File: src/rtl/axi_rd_arbiter_if.sv
// Bundle of requester-side and slave-side AXI read signals shared by the arbiter.
// The master modport is the arbiter's view; the slave modport is its environment.
interface axi_rd_arbiter_if #(
    parameter int NUM_REQ    = 2,
    parameter int ADDR_WIDTH = 16,
    parameter int DATA_WIDTH = 32
);
    logic [NUM_REQ*ADDR_WIDTH-1:0] req_araddr;
    logic [NUM_REQ*8-1:0]          req_arlen;
    logic [NUM_REQ*3-1:0]          req_arsize;
    logic [NUM_REQ*2-1:0]          req_arburst;
    logic [NUM_REQ-1:0]            req_arvalid;
    logic [NUM_REQ-1:0]            req_arready;
    logic [DATA_WIDTH-1:0]         req_rdata;
    logic [NUM_REQ-1:0]            req_rvalid;
    logic [NUM_REQ-1:0]            req_rready;

    logic [ADDR_WIDTH-1:0]         m_axi_araddr;
    logic [7:0]                    m_axi_arlen;
    logic [2:0]                    m_axi_arsize;
    logic [1:0]                    m_axi_arburst;
    logic                          m_axi_arvalid;
    logic                          m_axi_arready;
    logic [DATA_WIDTH-1:0]         m_axi_rdata;
    logic                          m_axi_rvalid;
    logic                          m_axi_rready;

    logic [NUM_REQ-1:0]            grant;
    logic                          busy;

    modport master (
        input  req_araddr, req_arlen, req_arsize, req_arburst, req_arvalid, req_rready,
        input  m_axi_arready, m_axi_rdata, m_axi_rvalid,
        output req_arready, req_rdata, req_rvalid,
        output m_axi_araddr, m_axi_arlen, m_axi_arsize, m_axi_arburst, m_axi_arvalid, m_axi_rready,
        output grant, busy
    );

    modport slave (
        output req_araddr, req_arlen, req_arsize, req_arburst, req_arvalid, req_rready,
        output m_axi_arready, m_axi_rdata, m_axi_rvalid,
        input  req_arready, req_rdata, req_rvalid,
        input  m_axi_araddr, m_axi_arlen, m_axi_arsize, m_axi_arburst, m_axi_arvalid, m_axi_rready,
        input  grant, busy
    );
endinterface

File: src/rtl/axi_rd_arbiter.sv
// Round-robin arbiter sharing one AXI4 read port between NUM_REQ burst readers,
// one burst at a time: arbitrate, forward AR, then route arlen+1 R beats back.
//
// state | meaning
// IDLE  | no owner; arbitrate among raised req_arvalid
// ADDR  | granted AR presented to the slave until m_axi_arready
// DATA  | R beats routed to the owner until the last one transfers
module axi_rd_arbiter #(
    parameter int NUM_REQ    = 2,
    parameter int ADDR_WIDTH = 16,
    parameter int DATA_WIDTH = 32
) (
    input logic               clk,
    input logic               rst,
    axi_rd_arbiter_if.master  bus
);
    localparam int IW = $clog2(NUM_REQ);

    typedef enum logic [1:0] {IDLE = 2'd0, ADDR = 2'd1, DATA = 2'd2} state_t;

    state_t             state, state_nxt;
    logic [NUM_REQ-1:0] grant, grant_nxt;
    logic [IW-1:0]      gidx, gidx_nxt;
    logic [IW-1:0]      last_grant, last_grant_nxt;
    logic [7:0]         beats_left, beats_left_nxt;
    logic [IW-1:0]      pick;
    logic               pick_ok;

    logic [ADDR_WIDTH-1:0] araddr_a  [NUM_REQ];
    logic [7:0]            arlen_a   [NUM_REQ];
    logic [2:0]            arsize_a  [NUM_REQ];
    logic [1:0]            arburst_a [NUM_REQ];

    for (genvar i = 0; i < NUM_REQ; i++) begin : g_unpack
        assign araddr_a[i]  = bus.req_araddr[i*ADDR_WIDTH +: ADDR_WIDTH];
        assign arlen_a[i]   = bus.req_arlen[i*8 +: 8];
        assign arsize_a[i]  = bus.req_arsize[i*3 +: 3];
        assign arburst_a[i] = bus.req_arburst[i*2 +: 2];
    end

    // Closest raised request after last_grant, measured as distance modulo NUM_REQ.
    always_comb begin
        int d;
        int best;
        d       = 0;
        best    = NUM_REQ + 1;
        pick    = '0;
        pick_ok = 1'b0;
        for (int i = 0; i < NUM_REQ; i++) begin
            d = (i > int'(last_grant)) ? i - int'(last_grant) : i - int'(last_grant) + NUM_REQ;
            if (bus.req_arvalid[i] && d < best) begin
                best    = d;
                pick    = IW'(i);
                pick_ok = 1'b1;
            end
        end
    end

    always_ff @(posedge clk or negedge rst) begin
        if (!rst) begin
            state      <= IDLE;
            grant      <= '0;
            gidx       <= '0;
            last_grant <= IW'(NUM_REQ - 1);
            beats_left <= '0;
        end else begin
            state      <= state_nxt;
            grant      <= grant_nxt;
            gidx       <= gidx_nxt;
            last_grant <= last_grant_nxt;
            beats_left <= beats_left_nxt;
        end
    end

    always_comb begin
        state_nxt          = state;
        grant_nxt          = grant;
        gidx_nxt           = gidx;
        last_grant_nxt     = last_grant;
        beats_left_nxt     = beats_left;
        bus.m_axi_araddr   = '0;
        bus.m_axi_arlen    = '0;
        bus.m_axi_arsize   = '0;
        bus.m_axi_arburst  = '0;
        bus.m_axi_arvalid  = 1'b0;
        bus.m_axi_rready   = 1'b0;
        bus.req_arready    = '0;
        bus.req_rvalid     = '0;
        bus.req_rdata      = '0;
        unique case (state)
            IDLE: begin
                if (pick_ok) begin
                    state_nxt = ADDR;
                    gidx_nxt  = pick;
                    grant_nxt = NUM_REQ'(1) << pick;
                end
            end
            ADDR: begin
                bus.m_axi_araddr      = araddr_a[gidx];
                bus.m_axi_arlen       = arlen_a[gidx];
                bus.m_axi_arsize      = arsize_a[gidx];
                bus.m_axi_arburst     = arburst_a[gidx];
                bus.m_axi_arvalid     = 1'b1;
                bus.req_arready[gidx] = bus.m_axi_arready;
                if (bus.m_axi_arready) begin
                    beats_left_nxt = arlen_a[gidx];
                    state_nxt      = DATA;
                end
            end
            DATA: begin
                bus.req_rdata        = bus.m_axi_rdata;
                bus.req_rvalid[gidx] = bus.m_axi_rvalid;
                bus.m_axi_rready     = bus.req_rready[gidx];
                // beats_left counts beats after the current one, so 0 marks the last.
                if (bus.m_axi_rvalid && bus.req_rready[gidx]) begin
                    if (beats_left == 8'd0) begin
                        state_nxt      = IDLE;
                        last_grant_nxt = gidx;
                        grant_nxt      = '0;
                    end else begin
                        beats_left_nxt = beats_left - 8'd1;
                    end
                end
            end
            default: state_nxt = IDLE;
        endcase
    end

    assign bus.grant = grant;
    assign bus.busy  = (state != IDLE);
endmodule

File: src/flat_wrapper.sv
// flat-port wrapper written by rule: the top's interface ports become plain ports
module axi_rd_arbiter_flat 
#(
    parameter int NUM_REQ    = 2,
    parameter int ADDR_WIDTH = 16,
    parameter int DATA_WIDTH = 32
)
  (clk, rst, bus_req_araddr, bus_req_arlen, bus_req_arsize, bus_req_arburst, bus_req_arvalid, bus_req_rready, bus_m_axi_arready, bus_m_axi_rdata, bus_m_axi_rvalid, bus_req_arready, bus_req_rdata, bus_req_rvalid, bus_m_axi_araddr, bus_m_axi_arlen, bus_m_axi_arsize, bus_m_axi_arburst, bus_m_axi_arvalid, bus_m_axi_rready, bus_grant, bus_busy);
  axi_rd_arbiter_if #(.NUM_REQ(NUM_REQ), .ADDR_WIDTH(ADDR_WIDTH), .DATA_WIDTH(DATA_WIDTH)) bus_i ();
  input logic clk;
  input logic rst;
  input wire logic [$bits(bus_i.req_araddr)-1:0] bus_req_araddr;
  input wire logic [$bits(bus_i.req_arlen)-1:0] bus_req_arlen;
  input wire logic [$bits(bus_i.req_arsize)-1:0] bus_req_arsize;
  input wire logic [$bits(bus_i.req_arburst)-1:0] bus_req_arburst;
  input wire logic [$bits(bus_i.req_arvalid)-1:0] bus_req_arvalid;
  input wire logic [$bits(bus_i.req_rready)-1:0] bus_req_rready;
  input wire logic [$bits(bus_i.m_axi_arready)-1:0] bus_m_axi_arready;
  input wire logic [$bits(bus_i.m_axi_rdata)-1:0] bus_m_axi_rdata;
  input wire logic [$bits(bus_i.m_axi_rvalid)-1:0] bus_m_axi_rvalid;
  output wire logic [$bits(bus_i.req_arready)-1:0] bus_req_arready;
  output wire logic [$bits(bus_i.req_rdata)-1:0] bus_req_rdata;
  output wire logic [$bits(bus_i.req_rvalid)-1:0] bus_req_rvalid;
  output wire logic [$bits(bus_i.m_axi_araddr)-1:0] bus_m_axi_araddr;
  output wire logic [$bits(bus_i.m_axi_arlen)-1:0] bus_m_axi_arlen;
  output wire logic [$bits(bus_i.m_axi_arsize)-1:0] bus_m_axi_arsize;
  output wire logic [$bits(bus_i.m_axi_arburst)-1:0] bus_m_axi_arburst;
  output wire logic [$bits(bus_i.m_axi_arvalid)-1:0] bus_m_axi_arvalid;
  output wire logic [$bits(bus_i.m_axi_rready)-1:0] bus_m_axi_rready;
  output wire logic [$bits(bus_i.grant)-1:0] bus_grant;
  output wire logic [$bits(bus_i.busy)-1:0] bus_busy;
  assign bus_i.req_araddr = bus_req_araddr;
  assign bus_i.req_arlen = bus_req_arlen;
  assign bus_i.req_arsize = bus_req_arsize;
  assign bus_i.req_arburst = bus_req_arburst;
  assign bus_i.req_arvalid = bus_req_arvalid;
  assign bus_i.req_rready = bus_req_rready;
  assign bus_i.m_axi_arready = bus_m_axi_arready;
  assign bus_i.m_axi_rdata = bus_m_axi_rdata;
  assign bus_i.m_axi_rvalid = bus_m_axi_rvalid;
  assign bus_req_arready = bus_i.req_arready;
  assign bus_req_rdata = bus_i.req_rdata;
  assign bus_req_rvalid = bus_i.req_rvalid;
  assign bus_m_axi_araddr = bus_i.m_axi_araddr;
  assign bus_m_axi_arlen = bus_i.m_axi_arlen;
  assign bus_m_axi_arsize = bus_i.m_axi_arsize;
  assign bus_m_axi_arburst = bus_i.m_axi_arburst;
  assign bus_m_axi_arvalid = bus_i.m_axi_arvalid;
  assign bus_m_axi_rready = bus_i.m_axi_rready;
  assign bus_grant = bus_i.grant;
  assign bus_busy = bus_i.busy;
  axi_rd_arbiter #(.NUM_REQ(NUM_REQ), .ADDR_WIDTH(ADDR_WIDTH), .DATA_WIDTH(DATA_WIDTH)) u_core (.clk(clk), .rst(rst), .bus(bus_i));
endmodule
File: config.mk
export PLATFORM = sky130hd
export DESIGN_NAME = axi_rd_arbiter_flat
export DESIGN_NICKNAME = d
export VERILOG_FILES = /design/src/rtl/axi_rd_arbiter_if.sv /design/src/rtl/axi_rd_arbiter.sv /design/src/flat_wrapper.sv
export SDC_FILE = /design/constraint.sdc
export NUM_CORES = 1
export LEC_CHECK = 0
export ABC_AREA = 1
export CORE_MARGIN = 1.5
export CORE_UTILIZATION = 32
export DETAILED_ROUTE_END_ITERATION = 12
export MAX_ROUTING_LAYER = met4
export PLACE_DENSITY = 0.95
export SYNTH_ARGS = -nofsm -noshare
export SYNTH_HDL_FRONTEND = slang
export SYNTH_SLANG_ARGS = --single-unit
File: constraint.sdc
create_clock -name clk -period 3.7 [get_ports clk]
set_clock_uncertainty 0.15 [all_clocks]
set_input_delay 0.74 -clock clk [delete_from_list [all_inputs] [get_ports clk]]
set_output_delay 0.74 -clock clk [all_outputs]
set_load 0.01 [all_outputs]
==> results.yml <==
worst_setup_path:
  worstPathCellList: "inv_2 > nand2_1 > a21oi_1 > clkdlybuf4s50_1"
  crit_fanout: 33
  critPathLaunchType: "flip-flop"
  rrSetupSlack_ns: 1.42
  crit_path_end: "bus_m_axi_arlen[6]"
  startpoint: "u_core.gidx"
  end_kind: "output port"
  cp_slowest_stage_delay_ns: 0.58
  cp_slowest_cell: "clkdlybuf4s50_1"
  worstRegToRegCells: 9
  reg2reg_to: "u_core.beats_left[2]"
  reg2reg_from: "u_core.gidx"
  worst-setup-path-type: "reg -> out"
  required_ns: 2.81
  worstPathArrival_ns: 2.24
clocking:
  clock_path_buffers: 2
  h-tree-depth: 1
  path_clk_slew_ns: 0.06
  cts_made_buffers: 3
  cts_tree: "built"
  insertion_delay_ns: 0.25
  postCtsSetupBuffers: 0
  cts_sinks: 14
  postCtsHoldBufs: 0
  cts_resized: 0
  cts_root_buf: "clkbuf_8"
logic_synthesis:
  yosysSeqAreaShare_pct: 21.8
  synth-seq-cells: 14
  syn_area_um2: 1610
  synth_fp_nets: 413
  postSynthCellCount: 313
  yosys_warnings: 0
  ys_types: 20
  syn_avg_cell_area_um2: 5.14
route:
  wl_um: 6680
  firstDrtPassIters: 4
  drt-initial-drc-count: 124
  viasPerCell: 4.60
  drcViolationCount: 0
  ant_nets: 0
  wl_per_cell_um: 12.4
  via_count: 2475
floorplan:
  core_um2: 4790
  dieArea_um2: 5470
  ios: 168
  start_util_pct: 33.6
  die_w_um: 73.9
  die_h_um: 73.9
  rows: 25
sta:
  worst_slew_pin_slew_ns: 0.960
  hold_violations: 0
  max_freq_mhz: 319
  relSlewSlack_pct: 35.9
  drv_slew: 0
  fin_crit_sh_pct: 84.7
  post-route-min-period_ns: 3.13
  setup_viol_count_final: 0
  rsz0062_at_grt: "false"
  tns_ns: 0
pwr:
  power_density_nw_per_um2: 561
  peakVddDrop_mv: 0.425
  p_leak_nw: 1.60
place:
  io_buffers: 167
  dp_hpwl_um: 5220
  gp_congestion: 0.886
  dpl_cell_area_um2: 3300
finish:
  diodes: 0
  nets: 572
  synthToLayoutAreaGrowth_pct: 109
  final_cell_mix: "clkdlybuf4s50_1 (167), nand2_1 (111), nor2_1 (51)"
  final_common_cell: "clkdlybuf4s50_1"
  drive_above_1_share_pct: 3.82
  finalInstanceArea_um2: 3360
  fillers: 384
run_status:
  outcome: "completed"
global_routing:
  grt_pass1_wl_um: 9900
  grt_max_degree: 41
  grt_pass1_vias: 2258
  antenna_found_initial: 0
  grt_usage_pct: 23.5
  grt-ovfl-total: 0
job:
  cap_violations: 0
worst_hold_path:
  hold_class: "reg -> reg"
[power breakdown]
group          switching (mW)  total, mW  leakage, nW  internal (mW)
clock                  0.0604      0.155       0.0288         0.0944
combinational           0.767       1.43         1.40          0.664
sequential             0.0690      0.297        0.173          0.228
[per-layer routing]
metal | global-route usage [%] | up-vias | share of wire [%]
met3 | 4.88 | 4 | 8.0
met4 | 5.56 | 0 | 0.57
met2 | 42.7 | 125 | 52
met1 | 26.2 | 1091 | 40
met5 | - | - | 0
li1 | - | 1255 | -
[cells by family after synthesis]
group | Yosys count | synth area share [%]
adders and majority gates | 2 | 1.55
and+or+nand+nor | 186 | 46.0
DFF | 14 | 21.8
buffers and inverters | 67 | 16.9
AOI/OAI and AO/OA | 44 | 13.7
[cell usage after synthesis]
| cell | count | area, um^2 |
|---|---|---|
| nand3b_1 | 1 | 7.51 |
| nand2_1 | 111 | 417 |
| inv_1 | 48 | 180 |
| buf_6 | 1 | 11.3 |
| clkbuf_1 | 3 | 11.3 |
| dfrtp_1 | 13 | 325 |
| o21ai_1 | 4 | 20.0 |
| inv_2 | 4 | 15.0 |
| nor3_1 | 3 | 15.0 |
| nor2_2 | 3 | 18.8 |
| nand4_1 | 1 | 6.26 |
| or2_2 | 3 | 18.8 |
| ha_1 | 2 | 25.0 |
| o21ai_0 | 10 | 50.1 |
| nand3_1 | 12 | 60.1 |
| nand2_2 | 1 | 6.26 |
| nor2_1 | 51 | 191 |
| buf_2 | 11 | 55.1 |
| dfstp_2 | 1 | 26.3 |
| a21oi_1 | 30 | 150 |
[area by class of cell]
type	instances	area [um^2]	area share [%]
timing repair buffer	169	1690	50.2
clock buffer	4	55.1	1.64
multi-input combinational	232	986	29.4
sequential	14	352	10.5
tap	67	83.8	2.50
inverter	52	195	5.81
[stage by stage]
step | worst slack (ns) | power (mW) | utilization (%) | hold WS (ns) | cells
2_1_floorplan | 1.63 | 1.06 | - | 0.294 | 313
3_3_place_gp | 0.710 | 1.69 | 69.0 | 0.312 | 534
3_5_place_dp | 0.704 | 1.72 | 69.0 | 0.316 | 534
4_1_cts | 0.541 | 1.89 | 70.2 | 0.331 | 538
5_1_grt | 0.354 | 2.05 | 70.2 | 0.366 | 538
6_report | 0.567 | 1.88 | 70.2 | 0.329 | 538
[state kept, by name, summed over array words and instances, names as in the netlist]
name	flops
u_core.beats_left	8
u_core.last_grant	1
u_core.state	2
u_core.bus.grant	2
u_core.gidx	1
[worst max-delay path, delay by kind of cell, from the launching register on]
family,cells,cell delay [ns]
and+or+nand+nor,1,0.15
AOI/OAI and AO/OA,1,0.18
DFF,1,0.57
buffers and inverters,2,1.09
[worst min path at each step]
stage	start	endpoint	slack (ns)	cells past startpoint
6_report	u_core.bus.grant[1]	u_core.bus.grant[1]	0.33	2
3_3_place_gp	u_core.bus.grant[0]	u_core.bus.grant[0]	0.31	2
2_1_floorplan	rst	u_core.beats_left[0]	0.29	0
5_1_grt	u_core.bus.grant[1]	u_core.bus.grant[1]	0.37	2
4_1_cts	u_core.bus.grant[1]	u_core.bus.grant[1]	0.33	2
3_5_place_dp	u_core.bus.grant[1]	u_core.bus.grant[1]	0.32	2
No activity file was read; power rests on OpenSTA's default activity.
